### config.mk
export PLATFORM = sky130hd
export DESIGN_NAME = shifter_imm_encoder_flat
export DESIGN_NICKNAME = d
export VERILOG_FILES = /design/src/rtl/shifter_imm_encoder_pkg.sv /design/src/rtl/shifter_imm_encoder_if.sv /design/src/rtl/shifter_imm_encoder_imm_rot_check.sv /design/src/rtl/shifter_imm_encoder.sv /design/src/flat_wrapper.sv
export SDC_FILE = /design/constraint.sdc
export NUM_CORES = 1
export LEC_CHECK = 0
export BUFFER_PORTS_ARGS = -buffer_cell sky130_fd_sc_hd__buf_2
export CORE_MARGIN = 5
export CORE_UTILIZATION = 50
export DETAILED_ROUTE_END_ITERATION = 6
export GPL_TIMING_DRIVEN = 0
export HOLD_SLACK_MARGIN = 0.12
export PLACE_DENSITY = 0.75
export SETUP_SLACK_MARGIN = 0.4
export SLEW_MARGIN = 20
export SYNTH_ARGS = -nofsm -noshare
export SYNTH_HDL_FRONTEND = slang
export SYNTH_SLANG_ARGS = --single-unit
### constraint.sdc
create_clock -name clk -period 8.8 [get_ports clk]
set_clock_uncertainty 0.1 [all_clocks]
set_input_delay 0.44 -clock clk [delete_from_list [all_inputs] [get_ports clk]]
set_output_delay 0.44 -clock clk [all_outputs]
set_load 0.1 [all_outputs]
### src/rtl/shifter_imm_encoder_pkg.sv
// Shared shifter-operand definitions for the ARM immediate encoder and the val2 decode.
// Holds field positions, shift types, FSM encodings and the rotate helpers.
package shifter_imm_encoder_pkg;

  typedef enum logic [1:0] {
    SHIFTTYPE_LSL = 2'b00,
    SHIFTTYPE_LSR = 2'b01,
    SHIFTTYPE_ASR = 2'b10,
    SHIFTTYPE_ROR = 2'b11
  } shift_type_e;

  localparam int unsigned ROT_MSB   = 11;
  localparam int unsigned ROT_LSB   = 8;
  localparam int unsigned IMM8_MSB  = 7;
  localparam int unsigned OPERAND_W = 12;
  localparam int unsigned ROT_W     = 4;
  localparam int unsigned ROT_MAX   = 15;

  typedef enum logic [1:0] {
    ST_IDLE   = 2'b00,
    ST_SEARCH = 2'b01,
    ST_DONE   = 2'b10
  } enc_state_e;

  function automatic logic [31:0] rol32(input logic [31:0] v, input logic [4:0] amt);
    logic [63:0] d;
    d = {v, v} << amt;
    return d[63:32];
  endfunction

  function automatic logic [31:0] ror32(input logic [31:0] v, input logic [4:0] amt);
    logic [63:0] d;
    d = {v, v} >> amt;
    return d[31:0];
  endfunction

endpackage

### src/rtl/shifter_imm_encoder_if.sv
// Handshake bundle for the immediate encoder: request side (in_*) and result side (out_*).
interface shifter_imm_encoder_if;
  import shifter_imm_encoder_pkg::*;

  logic                 in_valid;
  logic                 in_ready;
  logic [31:0]          in_value;
  logic                 out_valid;
  logic                 out_ready;
  logic [OPERAND_W-1:0] out_operand;
  logic                 out_found;
  logic                 out_inverted;

  modport master (
    output in_valid, in_value, out_ready,
    input  in_ready, out_valid, out_operand, out_found, out_inverted
  );

  modport slave (
    input  in_valid, in_value, out_ready,
    output in_ready, out_valid, out_operand, out_found, out_inverted
  );

endinterface

### src/rtl/shifter_imm_encoder_imm_rot_check.sv
// Combinational test of one rotation: does value ROL (2*rot) fit in 8 bits, and what is that byte.
module imm_rot_check
  import shifter_imm_encoder_pkg::*;
(
  input  logic [31:0]      value_i,
  input  logic [ROT_W-1:0] rot_i,
  output logic             fits_o,
  output logic [7:0]       imm8_o
);

  logic [31:0] cand;

  always_comb begin
    cand   = rol32(value_i, {rot_i, 1'b0});
    fits_o = (cand[31:IMM8_MSB+1] == '0);
    imm8_o = cand[IMM8_MSB:0];
  end

endmodule

### src/rtl/shifter_imm_encoder.sv
// Iterative ARM rotated-immediate encoder: tries one even rotation per cycle, smallest first,
// returning {rotate_imm, immed_8} and optionally the MVN (inverted) form.
module shifter_imm_encoder
  import shifter_imm_encoder_pkg::*;
#(
  parameter int unsigned CHECK_INVERTED = 1
) (
  input  logic clk,
  input  logic rst,
  shifter_imm_encoder_if.slave bus
);

  enc_state_e           state_q, state_d;
  logic [31:0]          value_q, value_d;
  logic [ROT_W-1:0]     rot_cnt_q, rot_cnt_d;
  logic [OPERAND_W-1:0] operand_q, operand_d;
  logic                 found_q, found_d;
  logic                 inverted_q, inverted_d;

  logic       dir_fits, inv_fits;
  logic [7:0] dir_imm8, inv_imm8;

  imm_rot_check u_dir (
    .value_i (value_q),
    .rot_i   (rot_cnt_q),
    .fits_o  (dir_fits),
    .imm8_o  (dir_imm8)
  );

  generate
    if (CHECK_INVERTED != 0) begin : g_inv
      imm_rot_check u_inv (
        .value_i (~value_q),
        .rot_i   (rot_cnt_q),
        .fits_o  (inv_fits),
        .imm8_o  (inv_imm8)
      );
    end else begin : g_no_inv
      assign inv_fits = 1'b0;
      assign inv_imm8 = '0;
    end
  endgenerate

  always_comb begin
    state_d    = state_q;
    value_d    = value_q;
    rot_cnt_d  = rot_cnt_q;
    operand_d  = operand_q;
    found_d    = found_q;
    inverted_d = inverted_q;

    unique case (state_q)
      ST_IDLE: begin
        if (bus.in_valid) begin
          value_d   = bus.in_value;
          rot_cnt_d = '0;
          state_d   = ST_SEARCH;
        end
      end
      ST_SEARCH: begin
        // Direct hit is checked first so it wins over the inverted form at the same rotation.
        if (dir_fits) begin
          operand_d[ROT_MSB:ROT_LSB] = rot_cnt_q;
          operand_d[IMM8_MSB:0]      = dir_imm8;
          found_d    = 1'b1;
          inverted_d = 1'b0;
          state_d    = ST_DONE;
        end else if (inv_fits) begin
          operand_d[ROT_MSB:ROT_LSB] = rot_cnt_q;
          operand_d[IMM8_MSB:0]      = inv_imm8;
          found_d    = 1'b1;
          inverted_d = 1'b1;
          state_d    = ST_DONE;
        end else if (rot_cnt_q == ROT_W'(ROT_MAX)) begin
          operand_d  = '0;
          found_d    = 1'b0;
          inverted_d = 1'b0;
          state_d    = ST_DONE;
        end else begin
          rot_cnt_d = rot_cnt_q + 1'b1;
        end
      end
      ST_DONE: begin
        if (bus.out_ready) begin
          state_d = ST_IDLE;
        end
      end
      default: state_d = ST_IDLE;
    endcase
  end

  always_ff @(posedge clk) begin
    if (rst) begin
      state_q    <= ST_IDLE;
      value_q    <= '0;
      rot_cnt_q  <= '0;
      operand_q  <= '0;
      found_q    <= 1'b0;
      inverted_q <= 1'b0;
    end else begin
      state_q    <= state_d;
      value_q    <= value_d;
      rot_cnt_q  <= rot_cnt_d;
      operand_q  <= operand_d;
      found_q    <= found_d;
      inverted_q <= inverted_d;
    end
  end

  assign bus.in_ready     = (state_q == ST_IDLE);
  assign bus.out_valid    = (state_q == ST_DONE);
  assign bus.out_operand  = operand_q;
  assign bus.out_found    = found_q;
  assign bus.out_inverted = inverted_q;

endmodule
### src/flat_wrapper.sv
// flat-port wrapper written by rule: the top's interface ports become plain ports
module shifter_imm_encoder_flat import shifter_imm_encoder_pkg::*;
#(
  parameter int unsigned CHECK_INVERTED = 1
)
  (clk, rst, bus_in_valid, bus_in_value, bus_out_ready, bus_in_ready, bus_out_valid, bus_out_operand, bus_out_found, bus_out_inverted);
  shifter_imm_encoder_if bus_i ();
  input  logic clk;
  input  logic rst;
  input wire logic [$bits(bus_i.in_valid)-1:0] bus_in_valid;
  input wire logic [$bits(bus_i.in_value)-1:0] bus_in_value;
  input wire logic [$bits(bus_i.out_ready)-1:0] bus_out_ready;
  output wire logic [$bits(bus_i.in_ready)-1:0] bus_in_ready;
  output wire logic [$bits(bus_i.out_valid)-1:0] bus_out_valid;
  output wire logic [$bits(bus_i.out_operand)-1:0] bus_out_operand;
  output wire logic [$bits(bus_i.out_found)-1:0] bus_out_found;
  output wire logic [$bits(bus_i.out_inverted)-1:0] bus_out_inverted;
  assign bus_i.in_valid = bus_in_valid;
  assign bus_i.in_value = bus_in_value;
  assign bus_i.out_ready = bus_out_ready;
  assign bus_in_ready = bus_i.in_ready;
  assign bus_out_valid = bus_i.out_valid;
  assign bus_out_operand = bus_i.out_operand;
  assign bus_out_found = bus_i.out_found;
  assign bus_out_inverted = bus_i.out_inverted;
  shifter_imm_encoder #(.CHECK_INVERTED(CHECK_INVERTED)) u_core (.clk(clk), .rst(rst), .bus(bus_i));
endmodule
---- Word-level counts from Yosys, hierarchy flattened ----
Cells that the tools add are included.
word-level totals
  output and inout port bits .............. 16
  flip-flop bits (word level) ............. 52
  word-level logic and storage cells ...... 46
operators by class
  add/sub/neg operators ................... 1
  shift operators ......................... 2
  bitwise logic cells ..................... 1
  mux-type cells .......................... 18
  equality and inequality tests ........... 9
  reductions and logical operators ........ 9
operators with widths
  cell                 number
  $shl 64x5->64        2
  $logic_not 24->1     2
  $mux 12              3
  $not 32->32          1
  $mux 4               4
  $mux 2               5
  $ne 2x2->1 const B   5
  $pmux 4 s2           1
  $pmux 2 s3           1
  $reduce_and 5->1     1
  $add 4x1->4 const B  1
  $eq 4x4->1 const B   1
  $mux 1               4
  $ne 4x2->1 const B   1
  $reduce_and 2->1     2
  $reduce_and 3->1     1
  $reduce_bool 3->1    1
  $eq 2x1->1 const B   1
  $eq 2x2->1 const B   1
  $logic_not 2->1      1
  $reduce_bool 2->1    1

---- Logic depth before layout (Yosys ltp) ----
  depth after elaboration ................. 6
  gate-level depth with buffers ........... 14
  mapped depth without buffers ............ 8

---- Modules after synthesis ----
A second synthesis with hierarchy kept.
second synthesis, totals
  cell total of the unflattened synthesis .. 642
  area total of the unflattened synthesis .. 5013.6 µm²
modules (own cells, without submodules)
  module               area an instance (µm²)  cells an instance  instances  seq. area each (µm²)
  imm_rot_check        1437.6                  186                2          0.0
  shifter_imm_encoder  2138.3                  270                1          1041.0

---- Least setup slack after synthesis ----
Ideal clock, no wire load.
  path type ............................... register to register
  start ................................... reg u_core.rot_cnt_q[0]
  end ..................................... reg u_core.operand_q[6] (netlist: u_core.bus.out_operand[6])
  path slack .............................. 5.840 ns
  data required time ...................... 8.583 ns
  buffers on the path ..................... 5
  arrival time ............................ 2.743 ns
  stages on the path, launching flop included .. 14
  path through ............................ dfxtp_1 > buf_6 > buf_4 > buf_2 > mux4_2 > mux2_2 > nor2b_1 > a32o_1 > and3_1 > buf_2 > buf_2 > nor3_1 > nand2_1 > and4bb_1
between the ends
  cells in the longest elaborated chain, start to end .. 4
  elaborated cells on any way between the ends .. 9
  those cells by class .................... 1 x eq/ne; 2 x shift; 2 x mux; 4 x reduce/logical
ends and longest elaborated chain
  element                                                        RTL line                                 source
  start: declaration                                             shifter_imm_encoder.sv:15                logic [ROT_W-1:0] rot_cnt_q, rot_cnt_d;
  start signal: assignment                                       shifter_imm_encoder.sv:103               rot_cnt_q <= rot_cnt_d;
  $shl 64x5->64                                                  shifter_imm_encoder_pkg.sv:27            d = {v, v} << amt;
  $logic_not 24->1                                               shifter_imm_encoder_imm_rot_check.sv:15  fits_o = (cand[31:IMM8_MSB+1] == '0);
  $reduce_bool 3->1 (no line) / $mux 12 (equally long branches)  n/a
  $reduce_and 2->1 (no line) / $mux 12 (equally long branches)   n/a
  end signal: assignment                                         shifter_imm_encoder.sv:104               operand_q <= operand_d;
  end: declaration                                               shifter_imm_encoder.sv:16                logic [OPERAND_W-1:0] operand_q, operand_d;
Parallel ways exist; a longest one is shown, timed or not.
A chain may end at the register's enable or synchronous reset.

---- Worst setup path in the final report ----
  start ................................... reg u_core.rot_cnt_q[0]
  end ..................................... reg u_core.rot_cnt_q[0]
between the ends
  cells in the longest elaborated chain, start to end .. 5
  elaborated cells on any way between the ends .. 14
  those cells by class .................... 1 x add/sub; 4 x eq/ne; 2 x shift; 4 x mux; 3 x reduce/logical
ends and longest elaborated chain
  element
  parallel branches: the longest is 5 deep, another holds $shl 64x5->64
Several ways; the timed one is not identified. The select of a mux whose other input is x is not followed.

==> summary.md <==
| Metric | Value |
|---|---|
| Hold buffers post-CTS | `0` |
| Slowest cell on the critical path | `mux4_2` |
| Syn Std Cell Area | `0.00411 sq mm` |
| Final hold vios | `0` |
| Area added between synthesis and finish | `11.6%` |
| Critical-path cell list | `buf_6 -> buf_4 -> buf_4 -> buf_2 -> mux4_2 -> mux2i_1 -> nor3_1 -> a32o_1 -> nand3_1 -> nand2_1 -> buf_4 -> o311ai_0 -> o31ai_1` |
| Yosys cell types | `53` |
| First-pass GRT wire length | `20,100 microns` |
| Net Sw Frac | `36.6%` |
| Sink Count | `52` |
| Crit start category | `flop` |
| Root cell of the clock tree | `clkbuf_8` |
| PortBufs | `51` |
| Cells after synthesis | `445` |
| Final net count | `540` |
| Residual DRC | `0` |
| Initial Util | `50.7%` |
| Design area | `0.00458 sq mm` |
| Post-layout min period | `3.67 ns` |
| Worst EP required | `8.88 ns` |
| Most frequent cells in the layout | `nand2_1 (89), buf_2 (63), dfxtp_1 (52), a21oi_1 (41), nor3_1 (38)` |
| Post-CTS setup buffer count | `0` |
| Critical Path AT | `3.75 ns` |
| Main synth FF type | `dfxtp_1` |
| CTS H-Tree Depth | `2` |
| Vias/cell | `6.71` |
| Clock power frac | `23.8%` |
| Largest net degree at the start of global routing | `18` |
| CTS resizes | `0` |
| Clk Latency, worst-skew pair | `0.31 ns` |
| Final setup fails | `0` |
| Yosys reg bits | `52` |
| CP max FO | `10` |
| Unrepaired setup endpoints after global routing | `no` |
| HPWL Detailed | `9440 microns` |
| F_max | `272 MHz` |
| Sequential Power Share | `43.8%` |
| TritonCTS clock tree | `done` |
| Slew headroom | `60.1%` |
| Gate power share | `32.4%` |
| Total negative slack | `0 ns` |
| Reg2reg start | `u_core.rot_cnt_q[0]` |
| Share of cells above drive strength 1 | `25.6%` |
| Family with the most delay on the worst path | `buffers and inverters` |
| Die width | `101 microns` |
| Die Span Y | `101 microns` |
| YS warnings | `0` |
| Initial antenna violation count | `0` |
| First-pass iteration count of the detailed router | `7` |
| Overall Power | `0.608 mW` |
| Total die area | `0.0101 sq mm` |
| Leakage | `1.76 nW` |
| Syn Nets | `482` |
| DRT antenna net count | `0` |
| P per Cell Area | `133 mW/mm^2` |
| Vias | `4,087` |
| Core Area | `0.00809 sq mm` |
| Number of synthesized flops with an enable pin | `0` |
| Max-slew violations | `0` |
| Initial detailed-routing violation count | `417` |
| Critical path type | `flop to flop` |
| GP Congestion | `0.963` |
| Sequential area share after synthesis | `25.4%` |
| Peak supply drop | `96.4 uV` |
| Critical path's largest stage delay | `0.41 ns` |
| Largest buffer count on any clock path | `2` |
| Net Switching | `0.222 mW` |
| Outcome | `finished clean` |
| HP Start | `bus_in_value[17]` |
| Cell with the most instances on the worst path | `buf_4` |
| Worst Setup End Kind | `flop` |
| CTS buffer count | `5` |
| Row count | `33` |
| Gr usage total | `24.8%` |
| Global route overflow | `0` |
| Clk pin slew, worst setup/hold paths | `0.11 ns` |
| # IOs | `52` |
| DP Area | `0.00449 sq mm` |
| Buffer and inverter count on the worst path | `5` |
| Worst Hold Class | `input port to flop` |
| Antenna cells | `0` |
| Max Cap Viol | `0` |
| Wire length per cell | `20.1 microns` |
| Internal | `0.386 mW` |
| Synth Area per Inst | `9.23 sq um` |
| Period Utilization, post-route | `41.7%` |
| Worst Tran Pin Value | `0.598 ns` |
| Asr flop ratio synth | `0%` |
| Commonest non-fill, non-tap cell in the layout | `nand2_1` |
| Vias in the first global route | `3,854` |
| Crit. Startpoint | `u_core.rot_cnt_q[0]` |
| Drt total wl | `12,300 microns` |
flip-flops by register name (all words and copies together), names as in the netlist:
name,flops
u_core.value_q,32
u_core.bus.out_operand,12
u_core.rot_cnt_q,4
u_core.state_q,2
u_core.bus.out_found,1
u_core.bus.out_inverted,1
worst register-to-register path, delay by kind of cell, from the launching register on:
kind / cells / cell delay (ns)
and+or+nand+nor: 3 / 0.41
AOI/OAI and AO/OA: 3 / 0.73
buffers and inverters: 5 / 1.26
DFF: 1 / 0.37
muxes: 2 / 0.68
Yosys cell counts (3+ instances only):
library cell  instances  area [sq um]
buf_6                 3          33.8
nand3_1              11          55.1
nor2b_1               3          18.8
mux2i_1              21           210
dfxtp_1              52          1040
mux2_2                3          33.8
mux4_1                9           236
a31o_2                3          26.3
mux4_2               36           811
o211a_1               3          30.0
nor2_1               12          45.0
a21oi_1              41           205
and4bb_1              6          75.1
o211ai_1              3          22.5
nor3_1               38           190
o21ai_0              15          75.1
nand4_1               9          56.3
buf_2                12          60.1
nand4b_1              7          61.3
nor4_1                3          18.8
buf_1                 3          11.3
clkbuf_1             19          71.3
nand2_1              89           334
o31ai_1               3          22.5
buf_4                 4          30.0
power by group through the flow:
stage	combinational (mW)	sequential, mW	clock (mW)
final	0.197	0.267	0.145
after global routing	0.211	0.268	0.158
after CTS	0.193	0.266	0.145
after detailed placement	0.192	0.271	0
after global placement	0.188	0.270	0
after floorplan	0.140	0.270	0
final timing paths:
path         slack, ns                    to  cells after the start
max               5.13   u_core.rot_cnt_q[0]                     13
min               0.25    u_core.value_q[17]                      3
max reg2reg       5.13   u_core.rot_cnt_q[0]                     13
min reg2reg       0.39  u_core.bus.out_found                      2
kinds of logic after synthesis:
logic type               synth area share [%]
XOR/XNOR                                0.213
adder cells (fa/ha/maj)                 0.305
AO/OA/AOI/OAI                            13.4
flip-flops                               25.4
buffers and inverters                    5.21
multiplexers                             31.4
AND/OR/NAND/NOR                          24.1
through the flow:
stage	hold slack (ns)	utilization, %	cells	setup slack [ns]
finish	0.248	56.6	609	5.13
global route	0.242	56.6	609	4.93
CTS	0.255	56.6	609	5.20
detailed placement	0.368	55.5	601	5.22
global placement	0.367	55.5	601	5.21
floorplan	0.369	-	445	5.84
cell type report:
class,count,area [sq um]
flip-flops and latches,52,1040
plain buffers,41,206
multi-input cells,350,2850
fillers,754,3510
well taps,105,131
clock inverters,2,17.5
clock buffers,6,72.6
inverters,2,7.51
repair buffers,51,255
per-layer routing:
layer / track usage [%] / share of wire [%] / up-vias
li1: - / - / 1825
met1: 35.2 / 41 / 1941
met2: 39.2 / 47 / 282
met3: 3.25 / 9.5 / 39
met4: 7.98 / 2.8 / 0
met5: 0 / 0 / -
Power figures use the tool's default switching activity.
